===== config.mk =====
export PLATFORM = sky130hd
export DESIGN_NAME = multicycle_ctrl_flat
export DESIGN_NICKNAME = d
export VERILOG_FILES = /design/src/rtl/multicycle_ctrl_if.sv /design/src/rtl/multicycle_ctrl.sv /design/src/flat_wrapper.sv
export SDC_FILE = /design/constraint.sdc
export NUM_CORES = 1
export LEC_CHECK = 0
export CORE_MARGIN = 3
export CORE_UTILIZATION = 51
export CTS_CLUSTER_SIZE = 8
export DETAILED_ROUTE_END_ITERATION = 6
export PLACE_DENSITY = 0.8
export SETUP_SLACK_MARGIN = 0.5
export SKIP_CTS_REPAIR_TIMING = 1
export SLEW_MARGIN = 20
export SYNTH_ARGS = -nofsm -noshare
export SYNTH_HDL_FRONTEND = slang
export SYNTH_SLANG_ARGS = --single-unit

===== constraint.sdc =====
create_clock -name clk_i -period 2.75 [get_ports clk_i]
set_input_delay 0.825 -clock clk_i [delete_from_list [all_inputs] [get_ports clk_i]]
set_output_delay 0.825 -clock clk_i [all_outputs]
set_load 0.01 [all_outputs]

===== src/rtl/multicycle_ctrl_if.sv =====
// rtl/multicycle_ctrl_if.sv - handshake and strobe bundle between the sequencer and the datapath/memories
interface multicycle_ctrl_if #(
   parameter int CNT_W = 32
);
   logic             start_i;
   logic [5:0]       op_i;
   logic             zero_i;
   logic             imem_req_o;
   logic             imem_ack_i;
   logic             dmem_req_o;
   logic             dmem_we_o;
   logic             dmem_ack_i;
   logic             ir_write_o;
   logic             pc_write_o;
   logic             pc_src_o;
   logic             reg_dst_o;
   logic             alu_src_o;
   logic [1:0]       alu_op_o;
   logic             mem_to_reg_o;
   logic             reg_write_o;
   logic             busy_o;
   logic             err_o;
   logic [CNT_W-1:0] retired_o;

   modport master (
      input  start_i, op_i, zero_i, imem_ack_i, dmem_ack_i,
      output imem_req_o, dmem_req_o, dmem_we_o, ir_write_o, pc_write_o, pc_src_o,
             reg_dst_o, alu_src_o, alu_op_o, mem_to_reg_o, reg_write_o, busy_o,
             err_o, retired_o
   );

   modport slave (
      output start_i, op_i, zero_i, imem_ack_i, dmem_ack_i,
      input  imem_req_o, dmem_req_o, dmem_we_o, ir_write_o, pc_write_o, pc_src_o,
             reg_dst_o, alu_src_o, alu_op_o, mem_to_reg_o, reg_write_o, busy_o,
             err_o, retired_o
   );
endinterface


===== src/rtl/multicycle_ctrl.sv =====
// rtl/multicycle_ctrl.sv - multi-cycle FETCH/DECODE/EXEC/MEM/WB sequencer for the MIPS-subset datapath
// State-decoded strobes are registered from the next state; only ack/zero-qualified strobes are combinational.
module multicycle_ctrl #(
   parameter int TIMEOUT = 16,
   parameter int CNT_W   = 32
) (
   input  logic              clk_i,
   input  logic              rst_i,
   multicycle_ctrl_if.master bus
);
   localparam logic [5:0] OP_R    = 6'b000000;
   localparam logic [5:0] OP_ADDI = 6'b001000;
   localparam logic [5:0] OP_LW   = 6'b100011;
   localparam logic [5:0] OP_SW   = 6'b101011;
   localparam logic [5:0] OP_BEQ  = 6'b000100;

   localparam int TW = (TIMEOUT > 1) ? $clog2(TIMEOUT + 1) : 1;
   localparam logic [TW-1:0] TMO_LIM = TW'((TIMEOUT > 0) ? TIMEOUT - 1 : 0);

   typedef enum logic [2:0] {
      S_IDLE, S_FETCH, S_DECODE, S_EXEC, S_MEM, S_WB, S_ERROR
   } state_t;

   state_t           state_q, state_d;
   logic [5:0]       op_q, op_d;
   logic [TW-1:0]    tmo_q, tmo_d;
   logic [CNT_W-1:0] retired_q, retired_d;
   logic             imem_req_q, imem_req_d;
   logic             dmem_req_q, dmem_req_d;
   logic             dmem_we_q, dmem_we_d;
   logic             pc_src_q, pc_src_d;
   logic             reg_dst_q, reg_dst_d;
   logic             alu_src_q, alu_src_d;
   logic [1:0]       alu_op_q, alu_op_d;
   logic             mem_to_reg_q, mem_to_reg_d;
   logic             reg_write_q, reg_write_d;
   logic             busy_q, busy_d;
   logic             err_q, err_d;
   logic             fetch_ack, mem_ack, tmo_hit, retire, op_legal;

   always_comb begin
      state_d   = state_q;
      op_d      = op_q;
      retired_d = retired_q;
      retire    = 1'b0;
      fetch_ack = (state_q == S_FETCH) && bus.imem_ack_i;
      mem_ack   = (state_q == S_MEM) && bus.dmem_ack_i;
      tmo_hit   = (TIMEOUT != 0) && (tmo_q == TMO_LIM);
      op_legal  = bus.op_i inside {OP_R, OP_ADDI, OP_LW, OP_SW, OP_BEQ};

      case (state_q)
         S_IDLE:   if (bus.start_i) state_d = S_FETCH;
         S_FETCH: begin
            // an ack on the limit cycle takes priority over the timeout
            if (fetch_ack)    state_d = S_DECODE;
            else if (tmo_hit) state_d = S_ERROR;
         end
         S_DECODE: begin
            op_d    = bus.op_i;
            state_d = op_legal ? S_EXEC : S_ERROR;
         end
         S_EXEC: begin
            if (op_q == OP_BEQ)                         retire  = 1'b1;
            else if (op_q == OP_LW || op_q == OP_SW)    state_d = S_MEM;
            else                                        state_d = S_WB;
         end
         S_MEM: begin
            if (mem_ack) begin
               if (op_q == OP_SW) retire  = 1'b1;
               else               state_d = S_WB;
            end else if (tmo_hit) begin
               state_d = S_ERROR;
            end
         end
         S_WB:     retire = 1'b1;
         S_ERROR:  state_d = S_ERROR;
         default:  state_d = S_IDLE;
      endcase

      if (retire) begin
         retired_d = retired_q + 1'b1;
         state_d   = bus.start_i ? S_FETCH : S_IDLE;
      end

      tmo_d = '0;
      if ((TIMEOUT != 0) && (state_d == state_q) && (state_q == S_FETCH || state_q == S_MEM))
         tmo_d = tmo_q + 1'b1;

      imem_req_d   = (state_d == S_FETCH);
      dmem_req_d   = (state_d == S_MEM);
      dmem_we_d    = (state_d == S_MEM) && (op_d == OP_SW);
      pc_src_d     = (state_d == S_EXEC) && (op_d == OP_BEQ);
      reg_write_d  = (state_d == S_WB);
      reg_dst_d    = (state_d == S_WB) && (op_d == OP_R);
      mem_to_reg_d = (state_d == S_WB) && (op_d == OP_LW);
      busy_d       = !(state_d inside {S_IDLE, S_ERROR});
      err_d        = (state_d == S_ERROR);
      alu_src_d    = 1'b0;
      alu_op_d     = 2'b00;
      if (state_d inside {S_EXEC, S_MEM, S_WB}) begin
         alu_src_d = op_d inside {OP_ADDI, OP_LW, OP_SW};
         alu_op_d  = (op_d == OP_R) ? 2'b10 : ((op_d == OP_BEQ) ? 2'b01 : 2'b00);
      end
   end

   always_ff @(posedge clk_i or negedge rst_i) begin
      if (!rst_i) begin
         state_q      <= S_IDLE;
         op_q         <= '0;
         tmo_q        <= '0;
         retired_q    <= '0;
         imem_req_q   <= 1'b0;
         dmem_req_q   <= 1'b0;
         dmem_we_q    <= 1'b0;
         pc_src_q     <= 1'b0;
         reg_dst_q    <= 1'b0;
         alu_src_q    <= 1'b0;
         alu_op_q     <= 2'b00;
         mem_to_reg_q <= 1'b0;
         reg_write_q  <= 1'b0;
         busy_q       <= 1'b0;
         err_q        <= 1'b0;
      end else begin
         state_q      <= state_d;
         op_q         <= op_d;
         tmo_q        <= tmo_d;
         retired_q    <= retired_d;
         imem_req_q   <= imem_req_d;
         dmem_req_q   <= dmem_req_d;
         dmem_we_q    <= dmem_we_d;
         pc_src_q     <= pc_src_d;
         reg_dst_q    <= reg_dst_d;
         alu_src_q    <= alu_src_d;
         alu_op_q     <= alu_op_d;
         mem_to_reg_q <= mem_to_reg_d;
         reg_write_q  <= reg_write_d;
         busy_q       <= busy_d;
         err_q        <= err_d;
      end
   end

   // IR/PC loads must land on the ack cycle itself, and the branch PC load follows the live zero flag
   assign bus.ir_write_o   = imem_req_q & bus.imem_ack_i;
   assign bus.pc_write_o   = (imem_req_q & bus.imem_ack_i) | (pc_src_q & bus.zero_i);
   assign bus.imem_req_o   = imem_req_q;
   assign bus.dmem_req_o   = dmem_req_q;
   assign bus.dmem_we_o    = dmem_we_q;
   assign bus.pc_src_o     = pc_src_q;
   assign bus.reg_dst_o    = reg_dst_q;
   assign bus.alu_src_o    = alu_src_q;
   assign bus.alu_op_o     = alu_op_q;
   assign bus.mem_to_reg_o = mem_to_reg_q;
   assign bus.reg_write_o  = reg_write_q;
   assign bus.busy_o       = busy_q;
   assign bus.err_o        = err_q;
   assign bus.retired_o    = retired_q;
endmodule


===== src/flat_wrapper.sv =====
// flat-port wrapper written by rule: the top's interface ports become plain ports
module multicycle_ctrl_flat 
#(
   parameter int TIMEOUT = 16,
   parameter int CNT_W   = 32
)
  (clk_i, rst_i, bus_start_i, bus_op_i, bus_zero_i, bus_imem_ack_i, bus_dmem_ack_i, bus_imem_req_o, bus_dmem_req_o, bus_dmem_we_o, bus_ir_write_o, bus_pc_write_o, bus_pc_src_o, bus_reg_dst_o, bus_alu_src_o, bus_alu_op_o, bus_mem_to_reg_o, bus_reg_write_o, bus_busy_o, bus_err_o, bus_retired_o);
  multicycle_ctrl_if #(.CNT_W(CNT_W)) bus_i ();
  input  logic clk_i;
  input  logic rst_i;
  input wire logic [$bits(bus_i.start_i)-1:0] bus_start_i;
  input wire logic [$bits(bus_i.op_i)-1:0] bus_op_i;
  input wire logic [$bits(bus_i.zero_i)-1:0] bus_zero_i;
  input wire logic [$bits(bus_i.imem_ack_i)-1:0] bus_imem_ack_i;
  input wire logic [$bits(bus_i.dmem_ack_i)-1:0] bus_dmem_ack_i;
  output wire logic [$bits(bus_i.imem_req_o)-1:0] bus_imem_req_o;
  output wire logic [$bits(bus_i.dmem_req_o)-1:0] bus_dmem_req_o;
  output wire logic [$bits(bus_i.dmem_we_o)-1:0] bus_dmem_we_o;
  output wire logic [$bits(bus_i.ir_write_o)-1:0] bus_ir_write_o;
  output wire logic [$bits(bus_i.pc_write_o)-1:0] bus_pc_write_o;
  output wire logic [$bits(bus_i.pc_src_o)-1:0] bus_pc_src_o;
  output wire logic [$bits(bus_i.reg_dst_o)-1:0] bus_reg_dst_o;
  output wire logic [$bits(bus_i.alu_src_o)-1:0] bus_alu_src_o;
  output wire logic [$bits(bus_i.alu_op_o)-1:0] bus_alu_op_o;
  output wire logic [$bits(bus_i.mem_to_reg_o)-1:0] bus_mem_to_reg_o;
  output wire logic [$bits(bus_i.reg_write_o)-1:0] bus_reg_write_o;
  output wire logic [$bits(bus_i.busy_o)-1:0] bus_busy_o;
  output wire logic [$bits(bus_i.err_o)-1:0] bus_err_o;
  output wire logic [$bits(bus_i.retired_o)-1:0] bus_retired_o;
  assign bus_i.start_i = bus_start_i;
  assign bus_i.op_i = bus_op_i;
  assign bus_i.zero_i = bus_zero_i;
  assign bus_i.imem_ack_i = bus_imem_ack_i;
  assign bus_i.dmem_ack_i = bus_dmem_ack_i;
  assign bus_imem_req_o = bus_i.imem_req_o;
  assign bus_dmem_req_o = bus_i.dmem_req_o;
  assign bus_dmem_we_o = bus_i.dmem_we_o;
  assign bus_ir_write_o = bus_i.ir_write_o;
  assign bus_pc_write_o = bus_i.pc_write_o;
  assign bus_pc_src_o = bus_i.pc_src_o;
  assign bus_reg_dst_o = bus_i.reg_dst_o;
  assign bus_alu_src_o = bus_i.alu_src_o;
  assign bus_alu_op_o = bus_i.alu_op_o;
  assign bus_mem_to_reg_o = bus_i.mem_to_reg_o;
  assign bus_reg_write_o = bus_i.reg_write_o;
  assign bus_busy_o = bus_i.busy_o;
  assign bus_err_o = bus_i.err_o;
  assign bus_retired_o = bus_i.retired_o;
  multicycle_ctrl #(.TIMEOUT(TIMEOUT), .CNT_W(CNT_W)) u_core (.clk_i(clk_i), .rst_i(rst_i), .bus(bus_i));
endmodule

## Word level (Yosys, flattened, before mapping)

Cells that the tools add are included.

- Register bits after elaboration: 58
- Input bits: 12

- Add/sub/neg operators: 2
- Equal/unequal tests: 24
- Mux-type cells: 21
- Bitwise logic cells: 3
- Reduce and logical (&&, ||, !) cells: 18

Operators with widths:

| kind | count |
|---|---|
| $eq 6x6->1 const B | 6 |
| $add 32x1->32 const B | 1 |
| $mux 3 | 8 |
| $pmux 3 s7 | 1 |
| $eq 3x3->1 const B | 6 |
| $eq 6x3->1 const B | 3 |
| $eq 6x4->1 const B | 2 |
| $logic_not 6->1 | 2 |
| $eq 3x2->1 const B | 3 |
| $logic_and 1x1->1 | 7 |
| $mux 1 | 7 |
| $eq 3x1->1 const B | 2 |
| $logic_not 3->1 | 2 |
| $mux 6 | 1 |
| $reduce_bool 3->1 | 2 |
| $add 5x1->5 const B | 1 |
| $eq 5x4->1 const B | 1 |
| $mux 5 | 1 |
| $reduce_bool 5->1 | 1 |
| $mux 2 | 2 |
| $eq 3x3->1 | 1 |
| $pmux 1 s3 | 1 |
| $and 1x1->1 | 2 |
| $logic_or 1x1->1 | 2 |
| other kinds (3) | 3 |

## Depth between registers and ports, before layout

Gate-level depths: netlist of the first run.

- Word-level depth: 9
- Depth in mapped cells: 11
- Depth with buffers taken out: 10

## Worst setup path after synthesis of the first run

OpenSTA, ideal clock, no wires.

- Path type: input-to-reg
- From: input bus_op_i[1]
- To: register u_core.mem_to_reg_q (netlist: u_core.bus.mem_to_reg_o)
- Library setup time: 0.097 ns
- Data arrival time: 2.318 ns
- Required time: 2.653 ns
- Slack: 0.336 ns
- Stages on the path: 7
- Path buffers: 1
- Cells stage by stage: or4_1 > o22ai_1 > mux2_2 > a32oi_1 > and2_1 > buf_4 > nor4_2

- Cells in the longest elaborated chain, start to end: 7
- Elaborated cells on any way between the ends: 13
- Classes of those cells: 6 x eq/ne; 4 x mux; 3 x reduce/logical

RTL lines:

| element | RTL line | text |
|---|---|---|
| start: declaration | flat_wrapper.sv:12 | `input wire logic [$bits(bus_i.op_i)-1:0] bus_op_i;` |
| $eq 6x4->1 (tied with other cells) | multicycle_ctrl.sv:49 | `op_legal = bus.op_i inside {OP_R, OP_ADDI, OP_LW, OP_SW, OP_BEQ};` |
| $reduce_bool 5->1 | multicycle_ctrl.sv:49 |  |
| $mux 3 | multicycle_ctrl.sv:60 | `state_d = op_legal ? S_EXEC : S_ERROR;` |
| $pmux 3 s7 | multicycle_ctrl.sv:51 | `case (state_q)` |
| $mux 3 | multicycle_ctrl.sv:80 | `if (retire) begin` |
| $eq 3x3->1 | multicycle_ctrl.sv:95 | `mem_to_reg_d = (state_d == S_WB) && (op_d == OP_LW);` |
| $logic_and 1x1->1 (*) | multicycle_ctrl.sv:95 |  |
| via u_core.mem_to_reg_d | multicycle_ctrl.sv:35 | `logic mem_to_reg_q, mem_to_reg_d;` |
| end signal: assignment | multicycle_ctrl.sv:135 | `mem_to_reg_q <= mem_to_reg_d;` |
| end: declaration | multicycle_ctrl.sv:35 |  |

The timed path passes the listed nets; every way through them passes the cells marked *.
A chain may end at the register's enable or synchronous reset.

## Worst setup path in the final report of the first run

- From: register u_core.op_q[0]
- To: register u_core.tmo_q[3]

- Elaborated cells on any way between the ends: 17
- Classes of those cells: 4 x eq/ne; 11 x mux; 2 x reduce/logical

RTL lines:

| element | RTL line | text |
|---|---|---|
| start: declaration | multicycle_ctrl.sv:25 | `logic [5:0] op_q, op_d;` |
| start signal: assignment | multicycle_ctrl.sv:125 | `op_q <= op_d;` |
| $eq 6x6->1 | multicycle_ctrl.sv:69 | `if (op_q == OP_SW) retire = 1'b1;` |
| $mux 3 / $mux 1 (equally long branches) | multicycle_ctrl.sv:69 |  |
| $mux 3 / $mux 1 (equally long branches) | multicycle_ctrl.sv:68 | `if (mem_ack) begin` |
| $pmux 3 s7 / $pmux 1 s3 (equally long branches) | multicycle_ctrl.sv:51 |  |
| $mux 3 (*) | multicycle_ctrl.sv:80 |  |
| via u_core.state_d[1] | multicycle_ctrl.sv:24 | `state_t state_q, state_d;` |
| $eq 3x3->1 (*) | multicycle_ctrl.sv:86 | `if ((TIMEOUT != 0) && (state_d == state_q) && (state_q == S_FETCH \|\| state_q == S_MEM))` |
| $logic_and 1x1->1 (*) | multicycle_ctrl.sv:86 |  |
| $mux 5 (*) | multicycle_ctrl.sv:86 |  |
| via u_core.tmo_d[3] | multicycle_ctrl.sv:26 | `logic [TW-1:0] tmo_q, tmo_d;` |
| end signal: assignment | multicycle_ctrl.sv:126 | `tmo_q <= tmo_d;` |
| end: declaration | multicycle_ctrl.sv:26 |  |

Marked as above.

==> summary.txt, run 1 <==
Run status
  – Status: complete, no violations

Setup path
  – Critical path type: flop to flop
  – Critical path endpoint category: flop
  – Critical Path RT: roughly 3.0 ns
  – CP arrival: 2.51 ns
  – Worst setup startpoint: u_core.op_q[0]
  – Reg-to-Reg Start: u_core.op_q[0]
  – Worst setup SP type: flop
  – Crit Path Max Fanout: 5

Placed design
  – Dpl ws: -0.163 ns
  – Placed cells: between 300 and 400
  – Gpl congestion: 0.859
  – HPWL Detailed: 4450 um
  – Placed cell area: between 0.003 and 0.004 sq mm
  – PortBufs: 57

Final layout
  – Multi-input gate area: 0.00140 sq mm
  – Nets: 360
  – Share of cells above drive strength 1: between 20% and 30%
  – Number of diodes: 0
  – Filler Cell Count: 327
  – Register Area: roughly 0.0015 sq mm
  – Syn-to-layout area delta: 44.9%
  – Fin area: roughly 0.0040 sq mm
  – Post-route insts no fill: 420

Timing
  – FMAX: roughly 0.44 GHz
  – Max Clock Skew: between 0.007 and 0.008 ns
  – Worst-Margin Slew: about 0.57 ns
  – Final setup viols: 0
  – Tmin final: approximately 2.3 ns
  – Relative slew slack: roughly three fifths
  – Final hold vios: 0
  – Unrepaired setup endpoints after global routing: true
  – Post-route setup slack: between 0.4 and 0.5 ns
  – Crit share post-route: between 80% and 90%
  – Final max-slew violation count: 0

Synth
  – YS warnings: 0
  – #FFs+latches synth: 58
  – Top FF cell, synth: dfrtp_1
  – Async set-reset flop share out of synthesis: between 90% and 100%
  – Main area contributors after synthesis: dfrtp_1 53%, xnor2_1 8.2%, nand3_1 3.3%
  – Top cells by count, synth: 58 x dfrtp_1, 26 x xnor2_1, 21 x nand2_1
  – Yosys top cell area share: 52.6%
  – Unique masters post-synth: 47
  – Syn Nets: ~270
  – Number of synthesized flops with an enable pin: 0
  – Seq/Total Area, Yosys: a little over half
  – Top-count cell post-synth: dfrtp_1
  – Synthesized cell area: between 0.002 and 0.003 sq mm
  – Syn_area_per_cell: 11.0 sq um
  – Synth area leader: dfrtp_1
  – Mapped Cells: 252

GRT
  – GRT met2 Usage: approximately a third
  – Met1 usage: approximately 29%
  – Gr usage total: 21.4%
  – Vias in the first global route: about 2.2k
  – Initial antenna violation count: 0
  – First-pass GRT wire length: between 10000 and 15000 um
  – Pin count of the biggest net entering global routing: 36
  – Met3 global-route usage: approximately 6.2%
  – Top Usage Layer GRT: met2
  – Global route overflow: 0

Pwr
  – Switching Power: 1.26 mW
  – Total power per unit cell area: a little over 800 mW/mm^2
  – Sequential power share: a little over a third
  – Switching part of the total: 38.4%
  – VDD IR max: about 0.00060 V
  – Clk pwr share: approximately a fifth
  – Leak: 1.78 nW
  – Combinational cell fraction of total power: between 40% and 50%
  – Power Internal: ~2.0 mW

Floorplan
  – Core ar.: 0.00517 sq mm
  – I/O pin count: 58
  – Row cnt: 26
  – Die Wd: between 70 and 80 um
  – DIE AREA: 0.00633 sq mm
  – Chip height: 79.6 um
  – Initial core utilization: between 50% and 60%

Routing
  – Avg WL per Cell: between 15 and 20 um
  – DR vias: 2252
  – 1st-pass router iterations: 4
  – Vias per cell: about 5.4
  – # DRC: 0
  – 1st-iter DRT viols: roughly 110
  – Final WL: roughly 6800 um
  – Antenna Nets Post-Route: 0

Clock tree
  – Htree depth: 3
  – CTS tree: built
  – CTS Buf Count: 9
  – Clk sinks: just under 60
  – CTS clock-pin slew for the worst setup and hold paths: approximately 0.06 ns
  – Root Driver: clkbuf_8
  – Longest Clk Path Bufs: 2
  – Worst skew pair latency: ~0.34 ns

Hold path
  – Min-Delay Path Class: input pin to asynchronous set/reset pin

Flow run
  – Maximum Capacitance Violations: 0
[state kept, by name (all words and copies together), names as in the netlist, 2 cells and up]
register,count
u_core.bus.retired_o,32
u_core.op_q,6
u_core.tmo_q,5
u_core.state_q,3
u_core.bus.alu_op_o,2
[final timing paths]
kind,to,slack (ns),cells past startpoint
setup / recovery,u_core.tmo_q[3],0.49,7
hold / removal,u_core.bus.retired_o[21],0.47,1
setup reg to reg,u_core.tmo_q[3],0.49,7
hold reg to reg,u_core.bus.retired_o[31],0.47,1
max in group asynchronous,u_core.op_q[4],1.70,2
min in group clk_i,u_core.bus.retired_o[31],0.47,1
[cells by family after synthesis]
logic type | count (synthesis) | synth area share, %
AO/OA/AOI/OAI | 23 | 6.89
XOR/XNOR | 33 | 10.5
adder cells (fa/ha/maj) | 3 | 1.36
buffers and inverters | 19 | 2.90
flip-flops | 58 | 52.6
multiplexers | 8 | 2.99
AND/OR/NAND/NOR | 108 | 22.8
[placed cells by master (no fill, tap or decap), types with 4 or more instances in the layout]
cell type / n
a211oi_2: 5
a21oi_1: 5
and3_1: 7
buf_4: 26
clkbuf_8: 10
clkdlybuf4s50_1: 45
dfrtp_1: 56
dlymetal6s2s_1: 10
inv_1: 12
mux2i_1: 5
nand2_1: 21
nand3_1: 16
nand4_1: 8
nor2_1: 12
nor2b_1: 5
nor3_1: 4
xnor2_1: 26
xor2_1: 7
[power groups by stage]
stage,combinational (mW),clock [mW],sequential [mW]
after global routing,1.53,0.725,1.22
after detailed placement,1.11,0,1.20
after floorplan,0.751,0,1.17
after global placement,1.08,0,1.20
final,1.42,0.658,1.20
after CTS,1.12,0.673,1.19
[routing by layer]
layer | part of all wire, % | wire, um
met1 | 43 | 2920
met2 | 50 | 3430
met3 | 5.4 | 366
met4 | 1.3 | 87
met5 | 0 | 0
[per-stage QoR]
step                TNS [ns]  hold WS [ns]  util, %  power [mW]
global placement       -1.54         0.453     69.5        2.28
global route               0         0.494     77.4        3.47
detailed placement     -2.30         0.466     69.5        2.31
floorplan                  0         0.436        -        1.92
finish                     0         0.473     77.4        3.28
CTS                   -0.257         0.474     72.6        2.98
[critical path, stage by stage (launching register included)]
cell      delay [ns]
dfrtp_1         0.43
or4b_4          0.58
nor4_4          0.15
a221oi_2        0.07
buf_4           0.16
nor2b_4         0.13
or3_4           0.39
a211oi_2        0.26
[area by class of cell]
cell class                      instances  share of cell area, %
Clock inverter                          3                  0.375
Sequential cell                        58                   36.3
Inverter                               14                   1.50
Clock buffer                           13                   3.72
Multi-Input combinational cell        175                   35.0
Tap cell                               70                   2.19
Timing Repair Buffer                   87                   20.9
No activity file was read; power rests on OpenSTA's default activity.
==> run 2, diff against run 1 <==
==> constraint.sdc (replaced) <==
create_clock -name clk_i -period 2.1 [get_ports clk_i]
set_input_delay 0.63 -clock clk_i [delete_from_list [all_inputs] [get_ports clk_i]]
set_output_delay 0.63 -clock clk_i [all_outputs]
set_load 0.01 [all_outputs]
==> summary.txt, run 2 (synthesis gave the netlist of run 1 again) <==
Run status
  – Status: complete, but fails checks (was complete, no violations)
  – Failing checks: setup timing

Setup path
  – CP arrival: 2.66 ns (was 2.51 ns)
  – Critical path endpoint category: flop (unchanged)
  – FF-to-FF End: u_core.bus.retired_o[22] (was u_core.tmo_q[3])
  – Reg-to-Reg Start: u_core.op_q[0] (unchanged)
  – Critical Path RT: 2.33 ns (was 3.00 ns)
  – Critical path endpoint: u_core.bus.retired_o[22] (was u_core.tmo_q[3])
  – Setup slack, reg-to-reg: -0.33 ns (was 0.49 ns)
  – Critical path type: flop to flop (unchanged)
  – Crit Path Max Fanout: 6 (was 5)
  – Worst setup SP type: flop (unchanged)
  – Worst setup startpoint: u_core.op_q[0] (unchanged)
  – R2R cell count: 8 (was 7)

Placed design
  – PortBufs: 57 (unchanged)
  – Gpl congestion: 0.916 (was 0.859)
  – Placed cell area: 0.00386 sq mm (was 0.00359 sq mm)
  – Dpl ws: -0.539 ns (was -0.163 ns)
  – Placed cells: 414 (was 394)
  – HPWL Detailed: 4920 um (was 4450 um)

Routing
  – # DRC: 0 (unchanged)
  – Vias per cell: 5.98 (was 5.36)
  – Antenna Nets Post-Route: 0 (unchanged)
  – 1st-pass router iterations: 6 (was 4)
  – 1st-iter DRT viols: 231 (was 106)
  – Avg WL per Cell: 21.9 um (was 16.2 um)
  – DR vias: 2789 (was 2252)
  – Final WL: 10200 um (was 6800 um)

Final layout
  – Leading cell type in the layout, fill and taps excluded: buf_4 (was dfrtp_1)
  – Syn-to-layout area delta: 70.3% (was 44.9%)
  – Most frequent cells in the layout: 62 x buf_4, 45 x dfrtp_1, 44 x dlymetal6s2s_1 (was 56 x dfrtp_1, 45 x clkdlybuf4s50_1, 26 x xnor2_1, 26 x buf_4, 21 x nand2_1)
  – Share of cells above drive strength 1: 47.7% (was 24.9%)
  – Max reg flops: 32 (unchanged)
  – Nets: 407 (was 360)
  – Post-route insts no fill: 466 (was 420)
  – Layout Utilization: 90.9% (was 77.4%)
  – Number of diodes: 0 (unchanged)
  – Fin area: 0.00470 sq mm (was 0.00400 sq mm)

Pwr
  – Leak: 2.74 nW (was 1.78 nW)
  – Combinational cell fraction of total power: 54.0% (was 43.3%)
  – Design Power: 5.25 mW (was 3.28 mW)
  – Clk pwr share: 16.9% (was 20.1%)
  – Power Internal: 3.08 mW (was 2.02 mW)
  – VDD IR max: 0.00106 V (was 0.000602 V)
  – Sequential power share: 29.1% (was 36.6%)
  – Switching Power: 2.17 mW (was 1.26 mW)
  – Switching part of the total: 41.4% (was 38.4%)
  – Total power per unit cell area: 1120 mW/mm^2 (was 819 mW/mm^2)

Timing
  – Unrepaired setup endpoints after global routing: true (unchanged)
  – Crit share post-route: 116% (was 82.4%)
  – Post-route setup slack: -0.331 ns (was 0.485 ns)
  – Tmin final: 2.43 ns (was 2.26 ns)
  – Setup tns final: -8.36 ns (was 0 ns)
  – Final setup viols: 48 (was 0)
  – Max Clock Skew: 0.0158 ns (was 0.00798 ns)
  – Hold slack: 0.170 ns (was 0.473 ns)
  – FMAX: 0.411 GHz (was 0.442 GHz)
  – Final hold vios: 0 (unchanged)
  – Worst-Margin Slew: 0.539 ns (was 0.569 ns)
  – Final max-slew violation count: 0 (unchanged)
  – Relative slew slack: 63.9% (was 61.5%)

Floorplan
  – Row cnt: 26 (unchanged)
  – Die Wd: 79.6 um (unchanged)
  – Initial core utilization: 53.4% (unchanged)
  – I/O pin count: 58 (unchanged)
  – DIE AREA: 0.00633 sq mm (unchanged)
  – Chip height: 79.6 um (unchanged)
  – Core ar.: 0.00517 sq mm (unchanged)

Clock tree
  – CTS clock-pin slew for the worst setup and hold paths: 0.07 ns (was 0.06 ns)
  – CTS tree: built (unchanged)
  – Root Driver: clkbuf_8 (unchanged)
  – CTS Buf Count: 9 (unchanged)
  – Worst skew pair latency: 0.35 ns (was 0.34 ns)
  – Htree depth: 3 (unchanged)
  – Longest Clk Path Bufs: 2 (unchanged)
  – Clk sinks: 58 (unchanged)

GRT
  – First-pass GRT wire length: 11200 um (was 10400 um)
  – Global route overflow: 0 (unchanged)
  – Met3 global-route usage: 4.97% (was 6.21%)
  – Met1 usage: 32.0% (was 29.4%)
  – Vias in the first global route: 2335 (was 2176)
  – Gr usage total: 23.0% (was 21.4%)
  – Initial antenna violation count: 0 (unchanged)
  – GRT met2 Usage: 34.6% (was 32.5%)
  – Pin count of the biggest net entering global routing: 30 (was 36)
  – Top Usage Layer GRT: met2 (unchanged)

Flow run
  – Maximum Capacitance Violations: 0 (unchanged)

Hold path
  – Min-Delay Path Class: input pin to asynchronous set/reset pin (unchanged)
[run 2: cell count changes in the layout (fill, tap and decap cells not counted), moves of 4 or more]
cell             change
buf_6               +11
nand3_1              -7
dfrtp_1             -11
xnor2_2              +5
buf_4               +36
dlymetal6s2s_1      +34
xnor2_1              -5
clkdlybuf4s50_1     -43
nand2_1              -8
clkbuf_2             +9
nand3_4              +4
nand2_2              +6
mux2i_4              +4
dfrtp_2             +11
[run 2: critical path, stage by stage, from the launching register on]
cell     delay (ns)
dfrtp_1        0.41
buf_6          0.13
or3b_4         0.40
o21a_1         0.23
o32ai_4        0.36
and4_4         0.30
buf_6          0.14
nand4_1        0.17
xnor2_1        0.18
[run 2: layout make-up]
class	instances	area, sq um
Clock inverter	6	35.0
Tap cell	70	87.6
Timing Repair Buffer	134	1270
Clock buffer	9	124
Inverter	14	60.1
Multi-Input combinational cell	175	1660
Sequential cell	58	1470
Fill cell	181	470
[run 2: metal layers]
| metal | vias to the layer above | part of all wire (%) |
|---|---|---|
| li1 | 1175 | - |
| met1 | 1355 | 37 |
| met2 | 196 | 49 |
| met3 | 63 | 8.8 |
| met4 | 0 | 5.2 |
| met5 | - | 0 |
[run 2: power groups by stage]
stage          logic (mW)  clock network, mW  registers [mW]
2_1_floorplan        1.15                  0            1.53
3_3_place_gp         1.94                  0            1.53
3_5_place_dp         1.97                  0            1.53
4_1_cts              2.01              0.861            1.52
5_1_grt              2.97              0.942            1.55
6_report             2.84              0.887            1.53
[run 2: worst min path at each step]
| stage | to | slack (ns) | cells past startpoint |
|---|---|---|---|
| 2_1_floorplan | u_core.bus.alu_op_o[0] | 0.33 | 0 |
| 3_3_place_gp | u_core.bus.retired_o[31] | 0.46 | 1 |
| 3_5_place_dp | u_core.bus.retired_o[31] | 0.47 | 1 |
| 4_1_cts | u_core.bus.retired_o[29] | 0.17 | 1 |
| 5_1_grt | u_core.bus.retired_o[22] | 0.18 | 1 |
| 6_report | u_core.bus.retired_o[29] | 0.17 | 1 |
